<file path="src/rtl/rob_retire.sv">
// In-order reorder buffer with dual allocate, triple completion and dual retire.
// Retired entries hand their previous physical register back to the rename free pool.
module rob_retire #(
    parameter int DEPTH  = 16,
    parameter int PREG_W = 7,
    parameter int IDX_W  = 4
) (
    input  logic                  i_clk,
    input  logic                  i_rst,
    input  logic [1:0]            i_alloc_valid,
    input  logic [2*PREG_W-1:0]   i_alloc_pdst,
    input  logic [2*PREG_W-1:0]   i_alloc_old_pdst,
    input  logic [1:0]            i_alloc_regwrite,
    output logic                  o_alloc_ready,
    output logic [2*IDX_W-1:0]    o_alloc_idx,
    input  logic [2:0]            i_cmpl_valid,
    input  logic [3*IDX_W-1:0]    i_cmpl_idx,
    output logic [1:0]            o_retire_valid,
    output logic [1:0]            o_free_valid,
    output logic [2*PREG_W-1:0]   o_free_preg,
    output logic [IDX_W:0]        o_count,
    output logic                  o_empty,
    output logic                  o_full
);

    localparam logic [IDX_W:0] READY_MAX = (IDX_W+1)'(DEPTH - 2);
    localparam logic [IDX_W:0] FULL_CNT  = (IDX_W+1)'(DEPTH);

    logic [DEPTH-1:0]  valid_reg, valid_next;
    logic [DEPTH-1:0]  done_reg, done_next;
    logic [DEPTH-1:0]  regwrite_mem;
    logic [PREG_W-1:0] pdst_mem     [DEPTH];
    logic [PREG_W-1:0] old_pdst_mem [DEPTH];

    logic [IDX_W-1:0]  head_reg, tail_reg;
    logic [IDX_W:0]    count_reg, count_next;
    logic [1:0]        retire_valid_reg;
    logic [1:0]        free_valid_reg;
    logic [2*PREG_W-1:0] free_preg_reg;

    logic [IDX_W-1:0]  alloc_idx [2];
    logic [IDX_W-1:0]  ret_idx   [2];
    logic [1:0]        accept;
    logic [1:0]        retire;
    logic [1:0]        free_sel;
    logic              alloc_ready;

    assign alloc_ready  = (count_reg <= READY_MAX);
    assign accept       = i_alloc_valid & {2{alloc_ready}};

    // Slot 1 lands on the tail when slot 0 is idle, so no hole is left behind.
    assign alloc_idx[0] = tail_reg;
    assign alloc_idx[1] = tail_reg + IDX_W'(i_alloc_valid[0]);

    assign ret_idx[0]   = head_reg;
    assign ret_idx[1]   = head_reg + IDX_W'(1);

    assign retire[0] = valid_reg[ret_idx[0]] & done_reg[ret_idx[0]];
    assign retire[1] = retire[0] & valid_reg[ret_idx[1]] & done_reg[ret_idx[1]];

    generate
        for (genvar gi = 0; gi < 2; gi++) begin : g_slot
            assign o_alloc_idx[gi*IDX_W +: IDX_W] = alloc_idx[gi];
            // PReg 0 is hardwired and must never reach the free pool.
            assign free_sel[gi] = retire[gi] & regwrite_mem[ret_idx[gi]]
                                & (old_pdst_mem[ret_idx[gi]] != '0);

            always_ff @(posedge i_clk) begin
                if (i_rst) begin
                    free_preg_reg[gi*PREG_W +: PREG_W] <= '0;
                end else begin
                    free_preg_reg[gi*PREG_W +: PREG_W] <=
                        free_sel[gi] ? old_pdst_mem[ret_idx[gi]] : '0;
                end
            end
        end
    endgenerate

    always_comb begin
        valid_next = valid_reg;
        done_next  = done_reg;
        // Completions only land on entries that were already live before this edge.
        for (int p = 0; p < 3; p++) begin
            if (i_cmpl_valid[p] && valid_reg[i_cmpl_idx[p*IDX_W +: IDX_W]]) begin
                done_next[i_cmpl_idx[p*IDX_W +: IDX_W]] = 1'b1;
            end
        end
        for (int s = 0; s < 2; s++) begin
            if (retire[s]) begin
                valid_next[ret_idx[s]] = 1'b0;
                done_next[ret_idx[s]]  = 1'b0;
            end
        end
        for (int s = 0; s < 2; s++) begin
            if (accept[s]) begin
                valid_next[alloc_idx[s]] = 1'b1;
                done_next[alloc_idx[s]]  = 1'b0;
            end
        end
    end

    always_comb begin
        count_next = count_reg
                   + (IDX_W+1)'(accept[0]) + (IDX_W+1)'(accept[1])
                   - (IDX_W+1)'(retire[0]) - (IDX_W+1)'(retire[1]);
    end

    always_ff @(posedge i_clk) begin
        if (i_rst) begin
            valid_reg        <= '0;
            done_reg         <= '0;
            head_reg         <= '0;
            tail_reg         <= '0;
            count_reg        <= '0;
            retire_valid_reg <= '0;
            free_valid_reg   <= '0;
        end else begin
            valid_reg        <= valid_next;
            done_reg         <= done_next;
            head_reg         <= head_reg + IDX_W'(retire[0]) + IDX_W'(retire[1]);
            tail_reg         <= tail_reg + IDX_W'(accept[0]) + IDX_W'(accept[1]);
            count_reg        <= count_next;
            retire_valid_reg <= retire;
            free_valid_reg   <= free_sel;
        end
    end

    // Payload storage needs no reset; the valid bits qualify every read.
    always_ff @(posedge i_clk) begin
        for (int s = 0; s < 2; s++) begin
            if (accept[s]) begin
                regwrite_mem[alloc_idx[s]] <= i_alloc_regwrite[s];
                pdst_mem[alloc_idx[s]]     <= i_alloc_pdst[s*PREG_W +: PREG_W];
                old_pdst_mem[alloc_idx[s]] <= i_alloc_old_pdst[s*PREG_W +: PREG_W];
            end
        end
    end

    assign o_alloc_ready  = alloc_ready;
    assign o_retire_valid = retire_valid_reg;
    assign o_free_valid   = free_valid_reg;
    assign o_free_preg    = free_preg_reg;
    assign o_count        = count_reg;
    assign o_empty        = (count_reg == '0);
    assign o_full         = (count_reg == FULL_CNT);

endmodule

</file>
<file path="config.mk">
export PLATFORM = sky130hd
export DESIGN_NAME = rob_retire
export DESIGN_NICKNAME = d
export VERILOG_FILES = /design/src/rtl/rob_retire.sv
export SDC_FILE = /design/constraint.sdc
export NUM_CORES = 1
export LEC_CHECK = 0
export ABC_AREA = 1
export CELL_PAD_IN_SITES_DETAIL_PLACEMENT = 1
export CELL_PAD_IN_SITES_GLOBAL_PLACEMENT = 1
export CORE_MARGIN = 2
export CORE_UTILIZATION = 44
export CTS_CLUSTER_DIAMETER = 200
export DETAILED_ROUTE_END_ITERATION = 10
export MAX_ROUTING_LAYER = met4
export PLACE_DENSITY_LB_ADDON = 0.12
export SYNTH_ARGS = -nofsm -noshare
export SYNTH_HDL_FRONTEND = slang
export SYNTH_SLANG_ARGS = --single-unit
</file>
<file path="constraint.sdc">
create_clock -name i_clk -period 5.36 [get_ports i_clk]
set_clock_uncertainty 0.2 [all_clocks]
set_input_delay 1.072 -clock i_clk [delete_from_list [all_inputs] [get_ports i_clk]]
set_output_delay 1.072 -clock i_clk [all_outputs]
set_load 0.01 [all_outputs]
</file>
==> results of run 1 <==
## path summary, 6_finish.rpt
kind                            cells past startpoint         from           to  slack [ps]
worst min-delay path                                4  done_reg[8]  done_reg[8]         390
worst max-delay path                               15  head_reg[1]   o_count[2]        1020
worst max register to register                     15  head_reg[1]   o_count[2]        1020
worst min register to register                      4  done_reg[8]  done_reg[8]         390
## cell type report
type | instances | area (um^2)
tap | 384 | 480
sequential | 191 | 4950
fill | 3762 | 14500
multi-input combinational | 1352 | 6330
inverter | 248 | 933
clock inverter | 15 | 168
clock buffer | 17 | 425
timing repair buffer | 90 | 846
## tightest hold or removal path: stages (launching register included)
cell and delay [ps]:
dfxtp_1 330, inv_1 50, nand2_1 60, nor2_1 40, nor2_1 80
## cell families after synthesis
| kind of cell | after synthesis | synth area share (%) |
|---|---|---|
| flops | 191 | 38.7 |
| buf+inv | 361 | 11.9 |
| xor+xnor | 6 | 0.528 |
| simple gates | 839 | 27.0 |
| fa+ha+maj | 22 | 2.39 |
| compound gates | 485 | 19.5 |
## placed cells by master, fill, tap and decap left out, drive strengths merged
cell type,n
edfxtp,112
a22oi,1
o22ai,12
clkbuf,17
o21ai,298
dfxtp,79
nand4,62
nor3,14
xnor2,4
nand3,59
and2,2
nor4,2
ha,18
o211ai,18
nand2,463
clkdlybuf4s50,68
clkinvlp,1
inv,251
a21oi,154
buf,22
a31oi,2
nor2,237
fa,4
xor2,2
clkinv,11
## layer usage
layer	share of wire [%]	up-vias	wire [um]
met5	0	-	0
met4	2.4	0	1140
met2	47	480	22200
li1	-	6222	-
met3	6.2	75	2950
met1	44	6336	21000
## metrics by stage
stage          util [%]  power, W  instances  worst slack, ps  hold slack, ps
3_5_place_dp       47.3   0.00308       2265             1090             378
6_report           49.4   0.00438       2297             1020             389
3_3_place_gp       47.3   0.00303       2265             1160             342
2_1_floorplan         -   0.00260       1904             1260             318
5_1_grt            49.4   0.00460       2297              762             435
4_1_cts            49.4   0.00437       2297             1090             395
## where the power goes
part	leakage (nW)	internal [W]	switching (W)
registers	1.66	0.00175	0.000115
logic	4.23	0.000382	0.000827
clock network	0.285	0.000629	0.000677
==> flow_metrics.env, run 1 <==
export IMPL_drc=0
export IMPL_globalRoute_totalOverflow=0
export IMPL_ys_seq_elements=191
export IMPL_cts_buffers=17
export IMPL_dieWidth_um=174
export IMPL_slew_violations=0
export IMPL_areaGrowthSynthToFinish_pct=10.5
export IMPL_layout_drive_gt1_share_pct=4.08
export IMPL_hp_class="register to register"
export IMPL_clkSlewWorstSetupHoldPaths_ps=80
export IMPL_firstDrtPassIters=5
export IMPL_nets=1971
export IMPL_cp_end_kind="register"
export IMPL_synth_top_area_share_pct=26.3
export IMPL_critical_path_class="register to register"
export IMPL_cap_violations=0
export IMPL_largest_reg_flops=112
export IMPL_hold_viol=0
export IMPL_syn_area_per_cell_um2=6.72
export IMPL_io_pins=83
export IMPL_synth_warnings=0
export IMPL_holdBufCountCts=0
export IMPL_wire_per_inst_um=20.6
export IMPL_routed_wl_mm=47.3
export IMPL_met3_usage_pct=4.29
export IMPL_ir_worst_vdd_uv=232
export IMPL_cts_repair_resized=0
export IMPL_drt_iter0_markers=1078
export IMPL_synth_fp_nets=1975
export IMPL_final_area_um2=14100
export IMPL_grt_start_max_net_pins=107
export IMPL_syn_cell_area_um2=12800
export IMPL_antenna_found_initial=0
export IMPL_diodes=0
export IMPL_slowest_delay_ps=510
export IMPL_async_reset_ff_share_pct=0
export IMPL_synth_main_ff_cell="edfxtp_1"
export IMPL_rows=62
export IMPL_dp_hpwl_mm=34.4
export IMPL_yosysSeqAreaShare_pct=38.7
export IMPL_post_cts_buffers=0
export IMPL_path_cells="inv_2 -> ha_1 -> inv_1 -> nand3_1 -> a21oi_1 -> nor3_1 -> nor2_1 -> buf_4 -> a21oi_1 -> ha_1 -> fa_1 -> ha_1 -> inv_1 -> fa_1 -> nor2_1"
export IMPL_design_core_area_um2=28600
export IMPL_p_per_area_nw_per_um2=310
export IMPL_dpl_cell_area_um2=13500
export IMPL_drtAntennaViolNets=0
export IMPL_grtUsageTotal_pct=32.1
export IMPL_worst_path_max_fanout=25
export IMPL_gr_usage_met2_pct=51.5
export IMPL_synth_area_leaders="edfxtp_1 (26%), nand2_1 (14%), dfxtp_1 (12%)"
export IMPL_cts_tree="yes"
export IMPL_die_h_um=174
export IMPL_fp_dieArea_um2=30400
export IMPL_synth_most_common_cell="nand2_1"
export IMPL_port_buffers=68
export IMPL_status="finished, final reports clean"
export IMPL_top_usage_layer="met2"
export IMPL_startpoint_type="register"
export IMPL_arrival_ps=4520
export IMPL_relSlewSlack_pct=30.6
export IMPL_power_leakage_nw=6.17
export IMPL_gp_congestion=0.920
export IMPL_cpLargestDelayFamily="adder cells"
export IMPL_crit_top_cell="ha_1"
export IMPL_period_needed_ps=4340
export IMPL_rsz0062_at_grt="no"
export IMPL_timing_final_crit_share_pct=81.0
export IMPL_synth_top_cells_by_count="nand2_1 (460), o21ai_0 (271), inv_1 (238), nor2_1 (233), a21oi_1 (153)"
export IMPL_dr_total_vias=13100
export IMPL_grt_pass1_wl_mm=73.5
export IMPL_required_ps=5540
export IMPL_critPathBufInv=4
export IMPL_initial_core_util_pct=44.7
export IMPL_syn_inst=1904
export IMPL_cts_max_level=4
export IMPL_clk_path_buf_depth=2
export IMPL_setup_violations_final=0
export IMPL_via_per_inst=5.71
export IMPL_timing_fmax_mhz=230
export IMPL_tns_ps=0
export IMPL_synth_edf_count=112
export IMPL_synthDistinctLibCells=36
export IMPL_cts_sinks=191
export IMPL_worstMarginPinSlew_ps=1040
export IMPL_grt_use_met1_pct=42.3
export IMPL_grt_pass1_vias=13100
export IMPL_crit_path_top_delay_cell="inv_2"
export IMPL_insertion_delay_ps=460
export IMPL_netlist_top_cell_by_area="edfxtp_1"
export IMPL_clock_root_buffer="clkbuf_16"
(Power assumes the default switching activity.)
==> inputs of run 2 (changes only) <==
- CORE_UTILIZATION: 44 -> 39
- clock period: 5.36 -> 3.7 ns (I/O delays scaled with it)
==> run 2 against run 1 <==
Setup slack lost 810 ps. Critical path depth is the same. Non-clock buffer count grew 40. Sequential share of layout area shrank 0.93 points. Power grew 45%. Clock power grew 42%. Worst hold slack gained 3.6 ps. Flip-flop and latch count is the same. Design area grew 2.7%. Cell count grew 4.3%. Critical endpoint unchanged. Highest routed layer unchanged.
==> flow_metrics.env, run 2 (same netlist as run 1, synthesis figures left out) <==
export IMPL_status="finished, final reports clean"
export IMPL_cts_repair_resized=0
export IMPL_cts_buffers=17
export IMPL_drtAntennaViolNets=0
export IMPL_required_ps=3900
export IMPL_power_leakage_nw=6.37
export IMPL_arrival_ps=3690
export IMPL_areaGrowthSynthToFinish_pct=13.5
export IMPL_layout_drive_gt1_share_pct=6.35
export IMPL_worstMarginPinSlew_ps=785
export IMPL_firstDrtPassIters=5
export IMPL_startpoint_type="register"
export IMPL_port_buffers=68
export IMPL_grt_pass1_vias=12600
export IMPL_rows=66
export IMPL_via_per_inst=5.45
export IMPL_initial_core_util_pct=39.4
export IMPL_p_sw_share_pct=36.4
export IMPL_p_per_area_nw_per_um2=437
export IMPL_clkSlewWorstSetupHoldPaths_ps=80
export IMPL_timing_rr_start="head_reg[0]"
export IMPL_p_int_w=0.00404
export IMPL_timing_fmax_mhz=287
export IMPL_tns_ps=0
export IMPL_hold_viol=0
export IMPL_routed_wl_mm=48.1
export IMPL_io_pins=83
export IMPL_dp_hpwl_mm=35.5
export IMPL_holdBufCountCts=0
export IMPL_ir_worst_vdd_uv=337
export IMPL_wire_per_inst_um=20.1
export IMPL_nets=2011
export IMPL_grt_pass1_wl_mm=73.9
export IMPL_worst_path_max_fanout=24
export IMPL_insertion_delay_ps=470
export IMPL_grtUsageTotal_pct=29.5
export IMPL_drc=0
export IMPL_cts_max_level=4
export IMPL_rrSetupSlack_ps=210
export IMPL_layout_commonest_cell="nand2_1"
export IMPL_r2r_cells=15
export IMPL_critical_path_class="register to register"
export IMPL_globalRoute_totalOverflow=0
export IMPL_pwr_share_seq_pct=42.4
export IMPL_hp_start="regwrite_mem[9]"
export IMPL_setup_violations_final=0
export IMPL_timing_final_crit_share_pct=94.2
export IMPL_hold_depth=2
export IMPL_min_to="regwrite_mem[9]"
export IMPL_power_switching_w=0.00231
export IMPL_cp_end_kind="register"
export IMPL_relSlewSlack_pct=47.7
export IMPL_whs_ps=392
export IMPL_power_frac_clock_pct=29.4
export IMPL_grt_start_max_net_pins=80
export IMPL_post_cts_buffers=0
export IMPL_antenna_found_initial=0
export IMPL_fp_dieArea_um2=34300
export IMPL_hp_class="register to register"
export IMPL_layout_common_cells="nand2_1 (460), o21ai_0 (271), inv_1 (237)"
export IMPL_pwr_share_comb_pct=28.2
export IMPL_cap_violations=0
export IMPL_clock_root_buffer="clkbuf_16"
export IMPL_design_core_area_um2=32500
export IMPL_fillers=4235
export IMPL_slew_violations=0
export IMPL_die_h_um=185
export IMPL_clk_path_buf_depth=2
export IMPL_cts_sinks=191
export IMPL_diodes=0
export IMPL_period_needed_ps=3490
export IMPL_gp_congestion=0.907
export IMPL_reg2reg_to="o_count[2]"
export IMPL_cts_tree="yes"
export IMPL_rsz0062_at_grt="no"
export IMPL_dr_total_vias=13100
export IMPL_dieWidth_um=185
export IMPL_drt_iter0_markers=1179
export IMPL_largest_reg_flops=112
run 2: cell count changes in the layout (fill, tap and decap cells not counted), moves of 2 or more:
cell / change
buf_4: +39
fa_1: -2
fa_2: +2
inv_6: +2
clkinv_8: -2
clkinv_2: +2
ha_1: -2
run 2: cell type report:
class                   count  area, um^2  area share (%)
multi-input cells        1352        6350            43.7
flip-flops and latches    191        4950            34.1
repair buffers            130        1160            7.98
inverters                 248         936            6.45
well taps                 442         553            3.81
clock buffers              17         425            2.93
clock inverters            15         145            1.00
run 2: power groups by stage:
| stage | registers [W] | clock network, W | logic, W |
|---|---|---|---|
| final | 0.00269 | 0.00186 | 0.00179 |
| after global placement | 0.00273 | 0 | 0.00172 |
| after global routing | 0.00272 | 0.00197 | 0.00203 |
| after CTS | 0.00269 | 0.00189 | 0.00179 |
| after detailed placement | 0.00273 | 0 | 0.00177 |
| after floorplan | 0.00269 | 0 | 0.00107 |
run 2: metal layers:
layer  GRT usage (%)  wire, um
met4            8.89      1230
met3            3.07      2400
met1            39.8     22300
met2            46.8     22100
met5               -         0
run 2: worst max-delay path by stage:
stage                           startpoint                  end  slack, ps  depth (start not counted)
after global placement    i_alloc_valid[0]  old_pdst_mem[14][4]         50                         11
after global routing           head_reg[2]           o_count[2]         10                         17
final                          head_reg[0]           o_count[2]        210                         15
after floorplan                head_reg[0]           o_count[2]          7                         22
after detailed placement  i_alloc_valid[0]  old_pdst_mem[14][2]          3                         11
after CTS                      head_reg[1]           o_count[2]        240                         14
run 2: critical path, stage by stage, from the launching register on:
cell and delay (ps):
dfxtp_4 380, buf_4 290, nand4_1 130, nand2_1 130, inv_1 90, nor2_1 180, inv_2 100, nor2_1 110
nor2_1 80, a21oi_1 310, ha_1 310, fa_2 330, ha_2 180, inv_1 60, fa_2 430, nor2_1 110
run 2: through the flow:
stage                     cells  worst slack [ps]  power, W  area [um^2]  utilization, %
after floorplan            1904              6.85   0.00377        12800               -
after global placement     2363              47.0   0.00445        13900            43.0
after detailed placement   2363              3.29   0.00450        13900            43.0
after CTS                  2395               243   0.00637        14500            44.7
after global routing       2395              12.9   0.00671        14500            44.7
final                      2395               214   0.00635        14500            44.7
==> inputs of run 3 (changes only) <==
--- a/config.mk
+++ b/config.mk
@@ -10,5 +10,5 @@
 export CELL_PAD_IN_SITES_GLOBAL_PLACEMENT = 1
 export CORE_MARGIN = 2
-export CORE_UTILIZATION = 39
+export CORE_UTILIZATION = 25
 export CTS_CLUSTER_DIAMETER = 200
 export DETAILED_ROUTE_END_ITERATION = 10
==> constraint.sdc (replaced) <==
create_clock -name i_clk -period 3.7 [get_ports i_clk]
set_clock_uncertainty 0.2 [all_clocks]
set_input_delay 0.37 -clock i_clk [delete_from_list [all_inputs] [get_ports i_clk]]
set_output_delay 0.37 -clock i_clk [all_outputs]
set_load 0.01 [all_outputs]
==> run 3 against run 2 <==
Register-to-register slack about the same. Clock power rose by 3%. Via count shrank 1.1%. Flip-flop and latch count did not move. Power increased by 2.4%. Global-route usage decreased by 7.5 points. Sequential share of layout area decreased by 0.63 points. Fmax about the same. Highest routed layer unchanged.
==> flow_metrics.env, run 3 (same netlist as run 1, synthesis figures left out) <==
export IMPL_final_area_um2=14800
export IMPL_rsz0062_at_grt="no"
export IMPL_port_buffers=68
export IMPL_clkSlewWorstSetupHoldPaths_ps=80
export IMPL_grt_pass1_wl_mm=83.9
export IMPL_dpl_cell_area_um2=14200
export IMPL_wire_per_inst_um=21.2
export IMPL_clock_root_buffer="clkbuf_16"
export IMPL_hold_viol=0
export IMPL_antenna_found_initial=1
export IMPL_clk_path_buf_depth=2
export IMPL_period_needed_ps=3490
export IMPL_cap_violations=0
export IMPL_p_sw_share_pct=37.6
export IMPL_nets=2008
export IMPL_cts_max_level=4
export IMPL_rows=82
export IMPL_holdBufCountCts=0
export IMPL_cts_buffers=17
export IMPL_relSlewSlack_pct=31.1
export IMPL_total_power_w=0.00649
export IMPL_status="finished, final reports clean"
export IMPL_fillers=6336
export IMPL_drtAntennaViolNets=0
export IMPL_routed_wl_mm=55.6
export IMPL_fp_dieArea_um2=53000
export IMPL_power_frac_clock_pct=29.6
export IMPL_grt_pass1_vias=12900
export IMPL_layout_commonest_cell="nand2_1"
export IMPL_timing_final_crit_share_pct=94.2
export IMPL_power_leakage_nw=6.35
export IMPL_drc=0
export IMPL_startpoint_type="register"
export IMPL_critical_path_class="register to register"
export IMPL_largest_reg_flops=112
export IMPL_dp_hpwl_mm=40.2
export IMPL_cts_sinks=191
export IMPL_areaGrowthSynthToFinish_pct=15.6
export IMPL_grt_start_max_net_pins=101
export IMPL_pwr_share_seq_pct=41.5
export IMPL_gp_congestion=0.889
export IMPL_initial_core_util_pct=25.4
export IMPL_p_int_w=0.00406
export IMPL_drt_iter0_markers=908
export IMPL_firstDrtPassIters=5
export IMPL_timing_fmax_mhz=287
export IMPL_layout_common_cells="nand2_1 (460), o21ai_0 (271), inv_1 (237)"
export IMPL_cp_end_kind="register"
export IMPL_ir_worst_vdd_uv=369
export IMPL_diodes=0
export IMPL_dieWidth_um=230
export IMPL_worstMarginPinSlew_ps=1030
export IMPL_hp_class="register to register"
export IMPL_post_cts_buffers=0
export IMPL_p_per_area_nw_per_um2=439
export IMPL_arrival_ps=3660
export IMPL_die_h_um=230
export IMPL_cts_repair_resized=0
export IMPL_io_pins=83
export IMPL_via_per_inst=4.92
export IMPL_pwr_share_comb_pct=28.9
export IMPL_slew_violations=0
export IMPL_insertion_delay_ps=500
export IMPL_grtUsageTotal_pct=22.0
export IMPL_required_ps=3880
export IMPL_power_switching_w=0.00244
export IMPL_design_core_area_um2=50400
export IMPL_setup_violations_final=0
export IMPL_dr_total_vias=12900
export IMPL_cts_tree="yes"
export IMPL_tns_ps=0
export IMPL_worst_path_max_fanout=14
export IMPL_globalRoute_totalOverflow=0
export IMPL_layout_drive_gt1_share_pct=6.15
run 3: cell type report:
cell class,instances,area (um^2),share of cell area (%)
timing repair buffer,127,1140,7.68
inverter,248,936,6.33
tap,672,841,5.69
multi-input combinational,1352,6350,42.9
clock inverter,15,153,1.03
sequential,191,4950,33.5
clock buffer,17,425,2.88
run 3: final timing paths:
| check | from | end | slack (ps) | cells after the start |
|---|---|---|---|---|
| worst min register to register | regwrite_mem[4] | regwrite_mem[4] | 390 | 4 |
| worst max-delay path | head_reg[0] | o_count[2] | 210 | 16 |
| worst max register to register | head_reg[0] | o_count[2] | 210 | 16 |
| worst min-delay path | regwrite_mem[4] | regwrite_mem[4] | 390 | 4 |
run 3: per-stage QoR:
step / hold slack, ps / worst slack [ps] / util [%] / instances
after CTS: 388 / 223 / 29.4 / 2622
after floorplan: 249 / 6.85 / - / 1904
final: 392 / 214 / 29.4 / 2622
after global routing: 429 / 45.4 / 29.4 / 2622
after detailed placement: 369 / 233 / 28.2 / 2590
after global placement: 348 / 264 / 28.2 / 2590
run 3: critical path: stages, from the launching register on:
cell and delay [ps]:
dfxtp_4 450, inv_4 130, ha_4 370, inv_4 80, nand3_1 70, nand3_1 70, nand3_1 100, nand3_1 110
a21oi_1 380, ha_1 220, nor2_1 50, ha_1 280, inv_1 60, ha_2 170, inv_1 50, fa_2 510
nor2_1 40
run 3: layer usage:
metal / up-vias / wire (um) / GRT usage [%] / part of all wire, %
met2: 242 / 25000 / 34.1 / 45
met1: 6314 / 28000 / 30.2 / 50
met3: 47 / 1760 / 2.73 / 3.2
met4: 0 / 884 / 5.81 / 1.6
met5: - / 0 / - / 0
li1: 6305 / - / - / -
run 3: power groups by stage:
stage          Sequential, W  Clock (W)  Combinational (W)
5_1_grt              0.00273    0.00205            0.00210
4_1_cts              0.00270    0.00199            0.00189
6_report             0.00270    0.00192            0.00187
3_5_place_dp         0.00274          0            0.00187
3_3_place_gp         0.00274          0            0.00184
2_1_floorplan        0.00269          0            0.00107
